==> config.mk <==
export PLATFORM = sky130hd
export DESIGN_NAME = melody_sequencer_flat
export DESIGN_NICKNAME = d
export VERILOG_FILES = /design/src/rtl/melody_sequencer_if.sv /design/src/rtl/melody_sequencer.sv /design/src/flat_wrapper.sv
export SDC_FILE = /design/constraint.sdc
export NUM_CORES = 1
export LEC_CHECK = 0
export ABC_AREA = 1
export BUFFER_PORTS_ARGS = -buffer_cell sky130_fd_sc_hd__buf_2
export CORE_MARGIN = 5
export CORE_UTILIZATION = 40
export CTS_BUF_LIST = sky130_fd_sc_hd__clkbuf_8 sky130_fd_sc_hd__clkbuf_16
export DETAILED_ROUTE_END_ITERATION = 8
export PLACE_DENSITY_LB_ADDON = 0.3
export SYNTH_ARGS = -nofsm -noshare
export SYNTH_HDL_FRONTEND = slang
export SYNTH_SLANG_ARGS = --single-unit
==> constraint.sdc <==
create_clock -name clk -period 4.4 [get_ports clk]
set_input_delay 0.44 -clock clk [delete_from_list [all_inputs] [get_ports clk]]
set_output_delay 0.44 -clock clk [all_outputs]
set_load 0.005 [all_outputs]
==> src/rtl/melody_sequencer_if.sv <==
// Control, song-ROM and board-output bundle for melody_sequencer.
// The sequencer uses the slave modport; the mode controller and the board side use master.
interface melody_sequencer_if #(
  parameter int ADDR_W = 8
);
  logic              start;
  logic              stop;
  logic              pause;
  logic              step_mode;
  logic              advance;
  logic              loop_en;
  logic [1:0]        tempo_sel;
  logic [ADDR_W-1:0] song_base;
  logic [ADDR_W-1:0] song_len;
  logic [ADDR_W-1:0] rom_addr;
  logic [7:0]        rom_data;
  logic              pwm;
  logic [6:0]        lights;
  logic              is_high;
  logic              is_low;
  logic              busy;
  logic              done;
  logic [ADDR_W-1:0] cur_index;

  modport slave (
    input  start, stop, pause, step_mode, advance, loop_en, tempo_sel,
           song_base, song_len, rom_data,
    output rom_addr, pwm, lights, is_high, is_low, busy, done, cur_index
  );

  modport master (
    output start, stop, pause, step_mode, advance, loop_en, tempo_sel,
           song_base, song_len, rom_data,
    input  rom_addr, pwm, lights, is_high, is_low, busy, done, cur_index
  );
endinterface

==> src/rtl/melody_sequencer.sv <==
// Plays a note sequence from an external synchronous ROM onto the buzzer PWM and note lights,
// with tempo scaling, pause/stop, looping and a step (learning) mode.
module melody_sequencer #(
  parameter int ADDR_W      = 8,
  parameter int UNIT_CYCLES = 12_500_000,
  parameter int GAP_CYCLES  = 2_500_000,
  parameter int CNT_W       = 32,
  parameter int MID_HP_OVR  = 0
) (
  input logic               clk,
  input logic               rst_n,
  melody_sequencer_if.slave bus
);

  typedef enum logic [2:0] {IDLE, FETCH, LATCH, GAP, TONE, HOLD} state_e;

  localparam logic [CNT_W-1:0] UNIT = CNT_W'(UNIT_CYCLES);
  localparam logic [CNT_W-1:0] GAPC = CNT_W'(GAP_CYCLES);
  localparam logic [CNT_W-1:0] ONE  = {{(CNT_W-1){1'b0}}, 1'b1};

  state_e            state_q, state_d;
  logic [ADDR_W-1:0] base_q, base_d;
  logic [ADDR_W-1:0] len_q, len_d;
  logic [ADDR_W-1:0] idx_q, idx_d;
  logic [7:0]        note_q, note_d;
  logic [CNT_W-1:0]  cnt_q, cnt_d;
  logic [CNT_W-1:0]  tcnt_q, tcnt_d;
  logic              pwm_q, pwm_d;
  logic [6:0]        lights_q, lights_d;
  logic              hi_q, hi_d;
  logic              lo_q, lo_d;
  logic              busy_q, busy_d;
  logic              done_q, done_d;

  logic [1:0]        oct;
  logic [3:0]        deg;
  logic              rest;
  logic [CNT_W-1:0]  slot_len, gap_len, tone_len;
  logic [CNT_W-1:0]  mid_hp, hp;
  logic [6:0]        note_light;
  logic [ADDR_W:0]   nxt_idx;
  logic              adv;

  function automatic logic [CNT_W-1:0] mid_table(input logic [3:0] d);
    logic [CNT_W-1:0] r;
    case (d)
      4'd1:    r = CNT_W'(95602);
      4'd2:    r = CNT_W'(85179);
      4'd3:    r = CNT_W'(75873);
      4'd4:    r = CNT_W'(71633);
      4'd5:    r = CNT_W'(63776);
      4'd6:    r = CNT_W'(56818);
      4'd7:    r = CNT_W'(50607);
      default: r = '0;
    endcase
    if (MID_HP_OVR != 0) r = CNT_W'(MID_HP_OVR);
    return r;
  endfunction

  assign oct        = note_q[5:4];
  assign deg        = note_q[3:0];
  assign rest       = (oct == 2'b00) || (deg == 4'd0) || (deg > 4'd7);
  assign note_light = rest ? 7'd0 : (7'h40 >> (deg - 4'd1));
  assign nxt_idx    = {1'b0, idx_q} + {{ADDR_W{1'b0}}, 1'b1};
  assign mid_hp     = mid_table(deg);

  always_comb begin
    slot_len = UNIT << note_q[7:6];
    gap_len  = GAPC;
    case (bus.tempo_sel)
      2'b01: begin slot_len = slot_len >> 1; gap_len = gap_len >> 1; end
      2'b10: begin slot_len = slot_len << 1; gap_len = gap_len << 1; end
      default: ;
    endcase
    tone_len = slot_len - gap_len;
    case (oct)
      2'b01:   hp = mid_hp << 1;
      2'b11:   hp = mid_hp >> 1;
      default: hp = mid_hp;
    endcase
  end

  always_comb begin
    state_d  = state_q;
    base_d   = base_q;
    len_d    = len_q;
    idx_d    = idx_q;
    note_d   = note_q;
    cnt_d    = cnt_q;
    tcnt_d   = tcnt_q;
    pwm_d    = pwm_q;
    lights_d = lights_q;
    hi_d     = hi_q;
    lo_d     = lo_q;
    busy_d   = busy_q;
    done_d   = 1'b0;
    adv      = 1'b0;
    if (bus.stop && busy_q) begin
      state_d  = IDLE;
      idx_d    = '0;
      cnt_d    = '0;
      tcnt_d   = '0;
      pwm_d    = 1'b0;
      lights_d = '0;
      hi_d     = 1'b0;
      lo_d     = 1'b0;
      busy_d   = 1'b0;
    end else if (state_q == IDLE) begin
      if (bus.start && !bus.stop) begin
        if (bus.song_len != '0) begin
          base_d  = bus.song_base;
          len_d   = bus.song_len;
          idx_d   = '0;
          busy_d  = 1'b1;
          state_d = FETCH;
        end else begin
          done_d = 1'b1;
        end
      end
    end else if (!bus.pause) begin
      case (state_q)
        FETCH: state_d = LATCH;
        LATCH: begin
          note_d  = bus.rom_data;
          cnt_d   = '0;
          state_d = GAP;
        end
        GAP: begin
          if (cnt_q == gap_len - ONE) begin
            cnt_d    = '0;
            tcnt_d   = '0;
            pwm_d    = 1'b0;
            lights_d = note_light;
            hi_d     = !rest && (oct == 2'b11);
            lo_d     = !rest && (oct == 2'b01);
            state_d  = TONE;
          end else begin
            cnt_d = cnt_q + ONE;
          end
        end
        TONE: begin
          if (cnt_q == tone_len - ONE) begin
            cnt_d    = '0;
            pwm_d    = 1'b0;
            lights_d = '0;
            hi_d     = 1'b0;
            lo_d     = 1'b0;
            if (bus.step_mode) state_d = HOLD;
            else               adv     = 1'b1;
          end else begin
            cnt_d = cnt_q + ONE;
            // Square wave: flip every hp cycles, starting low at TONE entry.
            if (!rest) begin
              if (tcnt_q == hp - ONE) begin
                pwm_d  = ~pwm_q;
                tcnt_d = '0;
              end else begin
                tcnt_d = tcnt_q + ONE;
              end
            end
          end
        end
        HOLD:    adv = bus.advance;
        default: state_d = IDLE;
      endcase
      if (adv) begin
        if (nxt_idx < {1'b0, len_q}) begin
          idx_d   = nxt_idx[ADDR_W-1:0];
          state_d = FETCH;
        end else begin
          done_d = 1'b1;
          idx_d  = '0;
          if (bus.loop_en) begin
            state_d = FETCH;
          end else begin
            state_d = IDLE;
            busy_d  = 1'b0;
          end
        end
      end
    end
  end

  always_ff @(posedge clk or negedge rst_n) begin
    if (!rst_n) begin
      state_q  <= IDLE;
      base_q   <= '0;
      len_q    <= '0;
      idx_q    <= '0;
      note_q   <= '0;
      cnt_q    <= '0;
      tcnt_q   <= '0;
      pwm_q    <= 1'b0;
      lights_q <= '0;
      hi_q     <= 1'b0;
      lo_q     <= 1'b0;
      busy_q   <= 1'b0;
      done_q   <= 1'b0;
    end else begin
      state_q  <= state_d;
      base_q   <= base_d;
      len_q    <= len_d;
      idx_q    <= idx_d;
      note_q   <= note_d;
      cnt_q    <= cnt_d;
      tcnt_q   <= tcnt_d;
      pwm_q    <= pwm_d;
      lights_q <= lights_d;
      hi_q     <= hi_d;
      lo_q     <= lo_d;
      busy_q   <= busy_d;
      done_q   <= done_d;
    end
  end

  assign bus.rom_addr  = busy_q ? base_q + idx_q : '0;
  assign bus.pwm       = pwm_q & ~bus.pause;
  assign bus.lights    = lights_q;
  assign bus.is_high   = hi_q;
  assign bus.is_low    = lo_q;
  assign bus.busy      = busy_q;
  assign bus.done      = done_q;
  assign bus.cur_index = idx_q;

endmodule
==> src/flat_wrapper.sv <==
// flat-port wrapper written by rule: the top's interface ports become plain ports
module melody_sequencer_flat 
#(
  parameter int ADDR_W      = 8,
  parameter int UNIT_CYCLES = 12_500_000,
  parameter int GAP_CYCLES  = 2_500_000,
  parameter int CNT_W       = 32,
  parameter int MID_HP_OVR  = 0
)
  (clk, rst_n, bus_start, bus_stop, bus_pause, bus_step_mode, bus_advance, bus_loop_en, bus_tempo_sel, bus_song_base, bus_song_len, bus_rom_data, bus_rom_addr, bus_pwm, bus_lights, bus_is_high, bus_is_low, bus_busy, bus_done, bus_cur_index);
  melody_sequencer_if #(.ADDR_W(ADDR_W)) bus_i ();
  input logic clk;
  input logic rst_n;
  input wire logic [$bits(bus_i.start)-1:0] bus_start;
  input wire logic [$bits(bus_i.stop)-1:0] bus_stop;
  input wire logic [$bits(bus_i.pause)-1:0] bus_pause;
  input wire logic [$bits(bus_i.step_mode)-1:0] bus_step_mode;
  input wire logic [$bits(bus_i.advance)-1:0] bus_advance;
  input wire logic [$bits(bus_i.loop_en)-1:0] bus_loop_en;
  input wire logic [$bits(bus_i.tempo_sel)-1:0] bus_tempo_sel;
  input wire logic [$bits(bus_i.song_base)-1:0] bus_song_base;
  input wire logic [$bits(bus_i.song_len)-1:0] bus_song_len;
  input wire logic [$bits(bus_i.rom_data)-1:0] bus_rom_data;
  output wire logic [$bits(bus_i.rom_addr)-1:0] bus_rom_addr;
  output wire logic [$bits(bus_i.pwm)-1:0] bus_pwm;
  output wire logic [$bits(bus_i.lights)-1:0] bus_lights;
  output wire logic [$bits(bus_i.is_high)-1:0] bus_is_high;
  output wire logic [$bits(bus_i.is_low)-1:0] bus_is_low;
  output wire logic [$bits(bus_i.busy)-1:0] bus_busy;
  output wire logic [$bits(bus_i.done)-1:0] bus_done;
  output wire logic [$bits(bus_i.cur_index)-1:0] bus_cur_index;
  assign bus_i.start = bus_start;
  assign bus_i.stop = bus_stop;
  assign bus_i.pause = bus_pause;
  assign bus_i.step_mode = bus_step_mode;
  assign bus_i.advance = bus_advance;
  assign bus_i.loop_en = bus_loop_en;
  assign bus_i.tempo_sel = bus_tempo_sel;
  assign bus_i.song_base = bus_song_base;
  assign bus_i.song_len = bus_song_len;
  assign bus_i.rom_data = bus_rom_data;
  assign bus_rom_addr = bus_i.rom_addr;
  assign bus_pwm = bus_i.pwm;
  assign bus_lights = bus_i.lights;
  assign bus_is_high = bus_i.is_high;
  assign bus_is_low = bus_i.is_low;
  assign bus_busy = bus_i.busy;
  assign bus_done = bus_i.done;
  assign bus_cur_index = bus_i.cur_index;
  melody_sequencer #(.ADDR_W(ADDR_W), .UNIT_CYCLES(UNIT_CYCLES), .GAP_CYCLES(GAP_CYCLES), .CNT_W(CNT_W), .MID_HP_OVR(MID_HP_OVR)) u_core (.clk(clk), .rst_n(rst_n), .bus(bus_i));
endmodule
# After elaboration in Yosys (flattened, before gate mapping)
# Cells that the tools add are included.
# Widths: inputs -> output; s select.
[classes]
div_mod_pow = 0
addsub = 9
n_reduce_logical = 24
n_mul = 0
n_bitwise = 5
n_shift = 2
n_lt_le_gt_ge = 2
n_eq_ne = 36
n_mux = 85
[ops]
columns = ["op", "n"]
rows = [
  ["$mux 32", 12],
  ["$pmux 32 s2", 2],
  ["$pmux 17 s7", 1],
  ["$eq 32x32->1", 3],
  ["$pmux 32 s3", 1],
  ["$add 32x1->32 const B", 2],
  ["$mux 8", 8],
  ["$pmux 23 s2", 1],
  ["$mux 7", 6],
  ["$mux 1", 37],
  ["$pmux 18 s2", 1],
  ["$shl 24x2->32 const A", 1],
  ["$sub 32x1->32 const B", 1],
  ["$sub 32x23->32", 1],
  ["$mux 3", 10],
  ["$sub 23x1->24 const B", 1],
  ["$sub 18x1->19 const B", 1],
  ["$reduce_and 6->1", 3],
  ["$eq 4x3->1 const B", 4],
  ["$ne 3x1->1 const B", 5],
  ["$pmux 3 s5", 1],
  ["$pmux 7 s2", 1],
  ["$reduce_and 4->1", 3],
  ["$ne 5x1->1 const B", 2],
  ["other kinds (34)", 55],
]
[totals]
n_memories = 0
mem_bits_ro = 0
mem_bits_rw = 0
latchBits = 0
register_bits = 111

# Depth between registers and ports, before layout
# Gate-level depths: netlist (run 1).
[logic_depth]
depth_word = 14
ltp_mapped = 31
mapped_depth_nobuf = 29

# Worst setup path after synthesis (run 1)
# No wires, ideal clock.
[synth_timing]
kind = "in2reg"
from = "input port bus_tempo_sel[0]"
to = "register u_core.cnt_q[27]"
arrival_time_ns = 3.608
path_slack_ns = 0.660
path_buffers = 2
setup_time_ns = 0.133
cell_stages = 26
cell_sequence = "inv_1 ha_1 inv_2 buf_2 nand2_1 nand2_1 nor3_1 inv_1 fa_1 xor2_1 nand2_1 nor2_1 nand2_1 nor2_1 nand4_1 nor2_1 nand3_1 nor2_1 nand4_1 nor2_1 nand2_4 nand2_1 nand2_1 nand3_2 buf_4 o22ai_1"
[synth_between]
elab_chain_len = 10
elab_cells_between_ends = 15
cone_classes = "add/sub: 3; eq/ne: 4; mux: 8"
[synth_rtl]
columns = ["element", "line_no", "text"]
rows = [
  ["start: declaration", "flat_wrapper.sv:20", "input wire logic [$bits(bus_i.tempo_sel)-1:0] bus_tempo_sel;"],
  ["$eq 2x2->1 or $eq 2x1->1 (tied branches)", "melody_sequencer.sv:70", "case (bus.tempo_sel)"],
  ["$pmux 32 s2 or $pmux 23 s2 (tied branches)", "melody_sequencer.sv:70", ""],
  ["$sub 32x23->32", "melody_sequencer.sv:75", "tone_len = slot_len - gap_len;"],
  ["$sub 32x1->32", "melody_sequencer.sv:142", "if (cnt_q == tone_len - ONE) begin"],
  ["$eq 32x32->1", "melody_sequencer.sv:142", ""],
  ["$mux 32", "melody_sequencer.sv:142", ""],
  ["$pmux 32 s3 *", "melody_sequencer.sv:121", "case (state_q)"],
  ["$mux 32 *", "melody_sequencer.sv:120", "end else if (!bus.pause) begin"],
  ["$mux 32 *", "melody_sequencer.sv:108", "end else if (state_q == IDLE) begin"],
  ["$mux 32 *", "melody_sequencer.sv:98", "if (bus.stop && busy_q) begin"],
  ["end signal: assignment", "melody_sequencer.sv:205", "cnt_q <= cnt_d;"],
  ["end: declaration", "melody_sequencer.sv:26", "logic [CNT_W-1:0] cnt_q, cnt_d;"],
]
# Mark *: on every way between the ends. The rest lies on a longest branch, timed or not. The select of a mux whose other input is x is not followed.
# A chain may end at the register's enable or synchronous reset.

# Worst setup path in the final report (run 1)
[layout_timing]
from = "input port bus_tempo_sel[0]"
to = "register u_core.state_q[0]"
[layout_between]
elab_chain_len = 14
elab_cells_between_ends = 23
cone_classes = "add/sub: 3; eq/ne: 8; mux: 11; reduce/logical: 1"
[layout_rtl]
columns = ["element", "line_no", "text"]
rows = [
  ["$eq 2x2->1 or $eq 2x1->1 (tied branches)", "melody_sequencer.sv:70", ""],
  ["$pmux 32 s2 or $pmux 23 s2 (tied branches)", "melody_sequencer.sv:70", ""],
  ["$sub 32x23->32", "melody_sequencer.sv:75", ""],
  ["$sub 32x1->32", "melody_sequencer.sv:142", ""],
  ["$eq 32x32->1", "melody_sequencer.sv:142", ""],
  ["$mux 1", "melody_sequencer.sv:142", ""],
  ["$pmux 1 s2", "melody_sequencer.sv:121", ""],
  ["$mux 1", "melody_sequencer.sv:120", ""],
  ["$mux 1", "melody_sequencer.sv:108", ""],
  ["$mux 1", "melody_sequencer.sv:98", ""],
  ["$mux 3", "melody_sequencer.sv:166", "if (adv) begin"],
  ["$mux 3", "melody_sequencer.sv:120", ""],
  ["$mux 3", "melody_sequencer.sv:108", ""],
  ["$mux 3", "melody_sequencer.sv:98", ""],
  ["end signal: assignment", "melody_sequencer.sv:200", "state_q <= state_d;"],
  ["end: declaration", "melody_sequencer.sv:21", "state_e state_q, state_d;"],
]
# Parallel ways exist; a longest one is shown, timed or not. The select of a mux whose other input is x is not followed.

==> out/summary.log, run 1 <==
qor: logic_synthesis.netlist_area 10200 sq um
qor: floorplan.start_util 40.7%
qor: placement.dp_hpwl 23.4 mm
qor: logic_synthesis.synth_edf_count 0
qor: timing.slew_viol_final 0
qor: worst_setup_path.worstSetupPathType in -> reg
qor: timing.setup_viol_count_final 0
qor: routing.antenna_violating_nets_left 0
qor: worst_setup_path.critical-path-top-cell-by-count sky130_fd_sc_hd__nand2_1
qor: cts.ctsHtreeMaxLevel 3
qor: floorplan.die-area 28900 sq um
qor: logic_synthesis.avgSynthCellArea 6.70 sq um
qor: routing.detail_route.wirelength 29.9 mm
qor: layout.fillers 2614
qor: worst_setup_path.r2r_slack 430 ps
qor: logic_synthesis.post_synth_inst_count 1529
qor: floorplan.i_o_pin_total 62
qor: routing.dr.pass1.iters 5
qor: timing.grt_setup_unrepaired false
qor: timing.totalNegativeSetupSlack 0 ps
qor: cts.cts_made_buffers 9
qor: power.irDropWorstVdd 257 uV
qor: cts.cts.path.max_buffers 2
qor: routing.drc 0
qor: placement.place_congestion 0.942
qor: timing.timing_worst_slew_pin_value 963 ps
qor: global_route.total_routing_resource_utilization_after_global_routing 21.0%
qor: status.run_status finished clean
qor: worst_setup_path.endpoint_kind flip-flop
qor: timing.fin_crit 3990 ps
qor: placement.postPlaceCellArea 10900 sq um
qor: cts.cts_tree built
qor: worst_setup_path.worst_setup_path_start_kind primary input
qor: timing.setup_clock_skew_after_layout 18.0 ps
qor: global_route.first_global_vias 10007
qor: worst_setup_path.worstPathMaxFanout 10
qor: worst_setup_path.cpMaxStageDelayCell sky130_fd_sc_hd__ha_2
qor: cts.cts_hold_buf 0
qor: logic_synthesis.syn-num-nets 1601
qor: power.power.static_leakage 5.48 nW
qor: cts.clk_latency 370 ps
qor: global_route.pin_count_of_the_biggest_net_entering_global_routing 57
qor: worst_setup_path.worst_endpoint_data_arrival_time 4290 ps
qor: cts.clk_transition_reported_paths 80 ps
qor: power.power.density 478 nW/um^2
qor: worst_setup_path.cp_num_buf_inv 4
qor: global_route.number_of_antenna_violations_at_the_first_check_in_global_routing 1
qor: power.p_total 0.00538 W
qor: worst_setup_path.critPathRequiredTime 4700 ps
qor: timing.finalHoldWorstSlack 133 ps
qor: routing.routedWlPerCell 15.6 um
qor: worst_setup_path.critical_path_max_stage_delay 420 ps
qor: logic_synthesis.postSynth.asyncResetShare 100%
qor: routing.routed-via-count 10337
qor: floorplan.die_h 170 um
qor: global_route.grt_overflow_total 0
qor: layout.drive_gt1_share 12.2%
qor: min_path.worstHoldPathType in -> async
qor: global_route.grt_pass1_wl 50.2 mm
qor: layout.fin_area 11300 sq um
qor: routing.post_drt_via_cell_ratio 5.40
qor: logic_synthesis.synth-seq-cells 111
qor: layout.flow.area_growth_from_synthesis 9.92%
qor: logic_synthesis.yosys_warnings 0
qor: timing.slew_headroom 35.7%
qor: logic_synthesis.ys.flop_type sky130_fd_sc_hd__dfrtp_1
qor: cts.clock_sink_count 111
qor: worst_setup_path.worst_path_dominant_cell_family simple AND/OR/NAND/NOR gates
qor: floorplan.floorplan.core_area 25200 sq um
qor: logic_synthesis.library_cells_used_by_synthesis 58
qor: placement.place.port_buffers 61
qor: timing.final_min_period_over_clock_period 90.6%
qor: floorplan.std_cell_rows 58
qor: job.drv.max_cap_violation_count 0
qor: timing.timing.final.hold_violations 0
qor: timing.max_freq 251 MHz
qor: logic_synthesis.ys_seq_area_share 27.1%
qor: layout.nNetsFinal 1650
qor: floorplan.fp.dieW 170 um
qor: cts.cts_root_buf sky130_fd_sc_hd__clkbuf_16
qor: routing.dr.first_iter.drc_count 860
-- cells in the final DEF (no fill, tap or decap), types with 17 or more instances in the layout --
cell / count
sky130_fd_sc_hd__nand2_1: 380
sky130_fd_sc_hd__inv_1: 205
sky130_fd_sc_hd__nor2_1: 146
sky130_fd_sc_hd__nand3_1: 132
sky130_fd_sc_hd__dfrtp_1: 111
sky130_fd_sc_hd__xor2_1: 66
sky130_fd_sc_hd__a21oi_1: 63
sky130_fd_sc_hd__buf_2: 60
sky130_fd_sc_hd__nand4_1: 44
sky130_fd_sc_hd__o21ai_0: 39
sky130_fd_sc_hd__ha_1: 35
sky130_fd_sc_hd__o22ai_1: 34
sky130_fd_sc_hd__nor3_1: 28
sky130_fd_sc_hd__o31ai_2: 26
sky130_fd_sc_hd__buf_4: 19
sky130_fd_sc_hd__o21ai_1: 18
sky130_fd_sc_hd__nor4_1: 17
-- synthesized netlist by cell type (2+ instances only) --
cell,instances,area [sq um]
sky130_fd_sc_hd__xor2_1,66,578
sky130_fd_sc_hd__nor3_1,29,145
sky130_fd_sc_hd__nand2_4,6,67.6
sky130_fd_sc_hd__o21ai_0,39,195
sky130_fd_sc_hd__clkinv_1,4,15.0
sky130_fd_sc_hd__nor2_1,147,552
sky130_fd_sc_hd__inv_1,204,766
sky130_fd_sc_hd__o22ai_1,34,213
sky130_fd_sc_hd__a21oi_1,64,320
sky130_fd_sc_hd__and2_1,2,12.5
sky130_fd_sc_hd__o221ai_1,3,26.3
sky130_fd_sc_hd__or2_2,8,50.1
sky130_fd_sc_hd__o31ai_2,26,325
sky130_fd_sc_hd__a31oi_1,5,31.3
sky130_fd_sc_hd__ha_1,36,450
sky130_fd_sc_hd__a211oi_1,3,22.5
sky130_fd_sc_hd__clkbuf_1,23,86.3
sky130_fd_sc_hd__dfrtp_1,111,2780
sky130_fd_sc_hd__nand3b_1,8,60.1
sky130_fd_sc_hd__nand3_1,132,661
sky130_fd_sc_hd__o31ai_1,2,15.0
sky130_fd_sc_hd__fa_1,2,40.0
sky130_fd_sc_hd__buf_4,9,67.6
sky130_fd_sc_hd__nor4_1,17,106
sky130_fd_sc_hd__buf_6,7,78.8
sky130_fd_sc_hd__o21ai_1,18,90.1
sky130_fd_sc_hd__nor2_2,9,56.3
sky130_fd_sc_hd__a21o_1,2,15.0
sky130_fd_sc_hd__xnor2_1,16,140
sky130_fd_sc_hd__inv_2,9,33.8
sky130_fd_sc_hd__o21bai_1,5,37.5
sky130_fd_sc_hd__or2_1,2,12.5
sky130_fd_sc_hd__nand4_1,44,275
sky130_fd_sc_hd__buf_2,6,30.0
sky130_fd_sc_hd__nand2_1,380,1430
sky130_fd_sc_hd__o211ai_1,8,60.1
sky130_fd_sc_hd__nand2_2,10,62.6
sky130_fd_sc_hd__nor3_2,2,20.0
sky130_fd_sc_hd__mux2_2,9,101
sky130_fd_sc_hd__nor2_4,3,33.8
sky130_fd_sc_hd__a21oi_2,2,17.5
-- registers in the layout (all words and copies together), names as in the netlist, 3 cells and up --
signal / count
u_core.len_q: 8
u_core.cnt_q: 32
u_core.base_q: 8
u_core.note_q: 8
u_core.tcnt_q: 32
u_core.bus.lights: 7
u_core.state_q: 3
u_core.bus.cur_index: 8
-- per-layer routing --
metal	global-route usage, %	routed length (um)	share of wire (%)
met2	33.3	13200	44
met3	3.39	1940	6.5
met5	0	13	0.043
met1	29.7	14100	47
met4	6.11	669	2.2
-- final timing paths --
path                                   from                end  depth (start not counted)
max                        bus_tempo_sel[0]  u_core.state_q[0]                         29
min                                   rst_n   u_core.base_q[5]                          1
max reg2reg                u_core.note_q[1]  u_core.tcnt_q[20]                         21
min reg2reg                 u_core.len_q[2]    u_core.len_q[2]                          2
max in group asynchronous             rst_n  u_core.tcnt_q[17]                          2
min in group clk           bus_song_base[0]   u_core.base_q[0]                          2
-- layout make-up --
cell class                 instances  area [sq um]  area share (%)
sequential                       111          2780            24.7
clock buffer                      10           239            2.12
antenna                            1          2.50          0.0222
inverter                         218           821            7.29
tap                              330           413            3.67
timing repair buffer              83           523            4.65
clock inverter                     5          82.6           0.734
multi-input combinational       1155          6400            56.8
-- where the power goes --
part / internal [W] / total, W / switching, W
Combinational: 0.00107 / 0.00310 / 0.00203
Clock: 0.000515 / 0.000933 / 0.000418
Sequential: 0.00118 / 0.00134 / 0.000163
Total: 0.00277 / 0.00538 / 0.00261
-- timing repair --
item / 4_1_cts / 5_1_grt
buffers inserted: 0 / 1
setup endpoints to repair: 0 / 85
resized for setup: 0 / 6
-- cells by family after synthesis --
logic type | count (synthesis) | synth area share [%]
xor gates and xnor gates | 83 | 7.17
muxes | 10 | 1.09
DFF | 111 | 27.1
adders and majority gates | 38 | 4.79
and+or+nand+nor | 804 | 35.0
buffers and inverters | 263 | 10.6
AOI/OAI and AO/OA | 220 | 14.2
-- per-stage QoR --
stage	worst slack, ps	util [%]	cells
detailed placement	-70.2	43.3	1896
global placement	-0.118	43.3	1896
finish	413	44.7	1913
global route	15.4	44.7	1912
floorplan	660	-	1529
CTS	182	44.6	1911
No activity file was read; power rests on OpenSTA's default activity.
==> run 2: changes to the inputs <==
--- a/config.mk
+++ b/config.mk
@@ -11,6 +11,7 @@
 export CORE_UTILIZATION = 40
 export CTS_BUF_LIST = sky130_fd_sc_hd__clkbuf_8 sky130_fd_sc_hd__clkbuf_16
 export DETAILED_ROUTE_END_ITERATION = 8
+export MAX_ROUTING_LAYER = met4
 export PLACE_DENSITY_LB_ADDON = 0.3
 export SYNTH_ARGS = -nofsm -noshare
 export SYNTH_HDL_FRONTEND = slang
==> run 2 against run 1 <==
Combinational power about the same. Hold slack worse by 41 ps. Clock-buffer cell count down 1. Design area down 0.27%. Sequential cell count unchanged. Via count down 1.8%. Global-route usage up 0.15 points. Total power down 1.5%.
==> out/summary.log, run 2 (same netlist as run 1, synthesis figures left out) <==
qor: status.run_status finished clean
qor: worst_setup_path.critical_path_max_stage_delay 470 ps
qor: global_route.number_of_antenna_violations_at_the_first_check_in_global_routing 0
qor: routing.drc 0
qor: layout.final_common_cell sky130_fd_sc_hd__nand2_1
qor: placement.dp_hpwl 23.1 mm
qor: placement.postPlaceCellArea 10900 sq um
qor: layout.largestRegisters u_core.cnt_q: 32 flops, u_core.tcnt_q: 32 flops
qor: cts.cts_root_buf sky130_fd_sc_hd__clkbuf_16
qor: floorplan.die-area 28900 sq um
qor: placement.place_congestion 0.978
qor: timing.setup_slack 443 ps
qor: worst_setup_path.critical_register_to_register_path_startpoint u_core.note_q[7]
qor: cts.cts_tree built
qor: timing.finalHoldWorstSlack 91.8 ps
qor: worst_setup_path.critical-path-top-cell-by-count sky130_fd_sc_hd__nand2_1
qor: placement.place.port_buffers 61
qor: worst_setup_path.worst_setup_path_start_kind primary input
qor: worst_setup_path.reg2regPathDepth 26
qor: cts.clock_sink_count 111
qor: min_path.worstHoldPathType in -> async
qor: floorplan.floorplan.core_area 25200 sq um
qor: timing.slew_headroom 36.2%
qor: floorplan.i_o_pin_total 62
qor: worst_setup_path.cpMaxStageDelayCell sky130_fd_sc_hd__fa_1
qor: timing.totalNegativeSetupSlack 0 ps
qor: worst_setup_path.r2r_slack 470 ps
qor: floorplan.die_h 170 um
qor: timing.slew_viol_final 0
qor: worst_setup_path.worstPathMaxFanout 26
qor: global_route.pin_count_of_the_biggest_net_entering_global_routing 52
qor: placement.place_ws -65.1 ps
qor: worst_setup_path.worstSetupPathType in -> reg
qor: timing.max_freq 253 MHz
qor: layout.nNetsFinal 1650
qor: routing.detail_route.wirelength 29.3 mm
qor: cts.cts_made_buffers 9
qor: cts.clk_latency 370 ps
qor: layout.fillers 2669
qor: worst_setup_path.worst_endpoint_data_arrival_time 4230 ps
qor: cts.cts_hold_buf 0
qor: floorplan.start_util 40.7%
qor: worst_setup_path.r2r-end u_core.tcnt_q[18]
qor: timing.timing.final.hold_violations 0
qor: timing.setup_clock_skew_after_layout 14.4 ps
qor: power.power.density 472 nW/um^2
qor: power.irDropWorstVdd 258 uV
qor: power.power.static_leakage 5.47 nW
qor: timing.timing_worst_slew_pin_value 956 ps
qor: routing.post_drt_via_cell_ratio 5.31
qor: global_route.total_routing_resource_utilization_after_global_routing 21.2%
qor: routing.routedWlPerCell 15.3 um
qor: worst_setup_path.endpoint_kind flip-flop
qor: timing.grt_setup_unrepaired false
qor: job.drv.max_cap_violation_count 0
qor: global_route.grt_overflow_total 0
qor: routing.dr.first_iter.drc_count 723
qor: global_route.grt_pass1_wl 49.1 mm
qor: global_route.first_global_vias 9859
qor: layout.fin_area 11200 sq um
qor: timing.fin_crit 3960 ps
qor: routing.dr.pass1.iters 7
qor: floorplan.std_cell_rows 58
qor: routing.antenna_violating_nets_left 0
qor: layout.flow.area_growth_from_synthesis 9.63%
qor: routing.routed-via-count 10155
qor: cts.ctsHtreeMaxLevel 3
qor: layout.drive_gt1_share 12.2%
qor: floorplan.fp.dieW 170 um
qor: timing.setup_viol_count_final 0
qor: cts.clk_transition_reported_paths 80 ps
qor: worst_setup_path.critPathRequiredTime 4670 ps
qor: cts.cts.path.max_buffers 2
qor: timing.final_min_period_over_clock_period 89.9%
qor: layout.mostFrequentLayoutCells sky130_fd_sc_hd__nand2_1 (380), sky130_fd_sc_hd__inv_1 (204), sky130_fd_sc_hd__nor2_1 (147)
[run 2: changes by cell type in the layout (fill, tap and decap cells not counted), sizes merged]
cell	previous run	this run
bufinv	2	1
clkbuf	10	9
clkinv	3	6
clkinvlp	1	0
inv	217	218
[run 2: worst max-delay path, delay by kind of cell]
kind / cells / cell delay, ps
compound gates: 1 / 60
simple gates: 21 / 2260
fa+ha+maj: 2 / 890
buf+inv: 5 / 550
[run 2: repair_timing]
item,in CTS,in global routing
buffers inserted,0,0
setup endpoints to repair,0,58
resized for setup,0,3
[run 2: through the flow]
stage / std cells / util [%] / total power, W
CTS: 1913 / 44.5 / 0.00533
global route: 1913 / 44.6 / 0.00580
floorplan: 1529 / - / 0.00359
finish: 1914 / 44.6 / 0.00530
global placement: 1897 / 43.3 / 0.00439
detailed placement: 1897 / 43.3 / 0.00443
[run 2: area by class of cell]
class	count	area (sq um)	area share, %
clock buffer	9	225	2.01
antenna	1	2.50	0.0223
clock inverter	7	77.6	0.691
tap	330	413	3.68
inverter	218	821	7.31
timing repair buffer	83	523	4.66
multi-input combinational	1155	6390	56.9
sequential	111	2780	24.7
[run 2: layer usage]
layer / vias to the layer above / wire, um / GRT usage (%)
li1: 5148 / - / -
met1: 4716 / 14100 / 29.0
met2: 242 / 12900 / 32.8
met3: 49 / 1570 / 3.11
met4: 0 / 728 / 6.15
met5: - / 0 / -
[run 2: power breakdown]
group | switching, W | leakage [nW] | internal, W
clock network | 0.000425 | 0.152 | 0.000450
logic | 0.00201 | 3.86 | 0.00107
registers | 0.000163 | 1.46 | 0.00118
[run 2: worst max path at each step]
stage | start | to | depth (start not counted)
global route | bus_tempo_sel[1] | u_core.bus.cur_index[2] | 26
detailed placement | bus_tempo_sel[0] | u_core.tcnt_q[18] | 29
global placement | bus_tempo_sel[0] | u_core.tcnt_q[11] | 29
floorplan | bus_tempo_sel[0] | u_core.cnt_q[27] | 26
finish | bus_tempo_sel[0] | u_core.tcnt_q[18] | 29
CTS | u_core.note_q[1] | u_core.tcnt_q[16] | 21
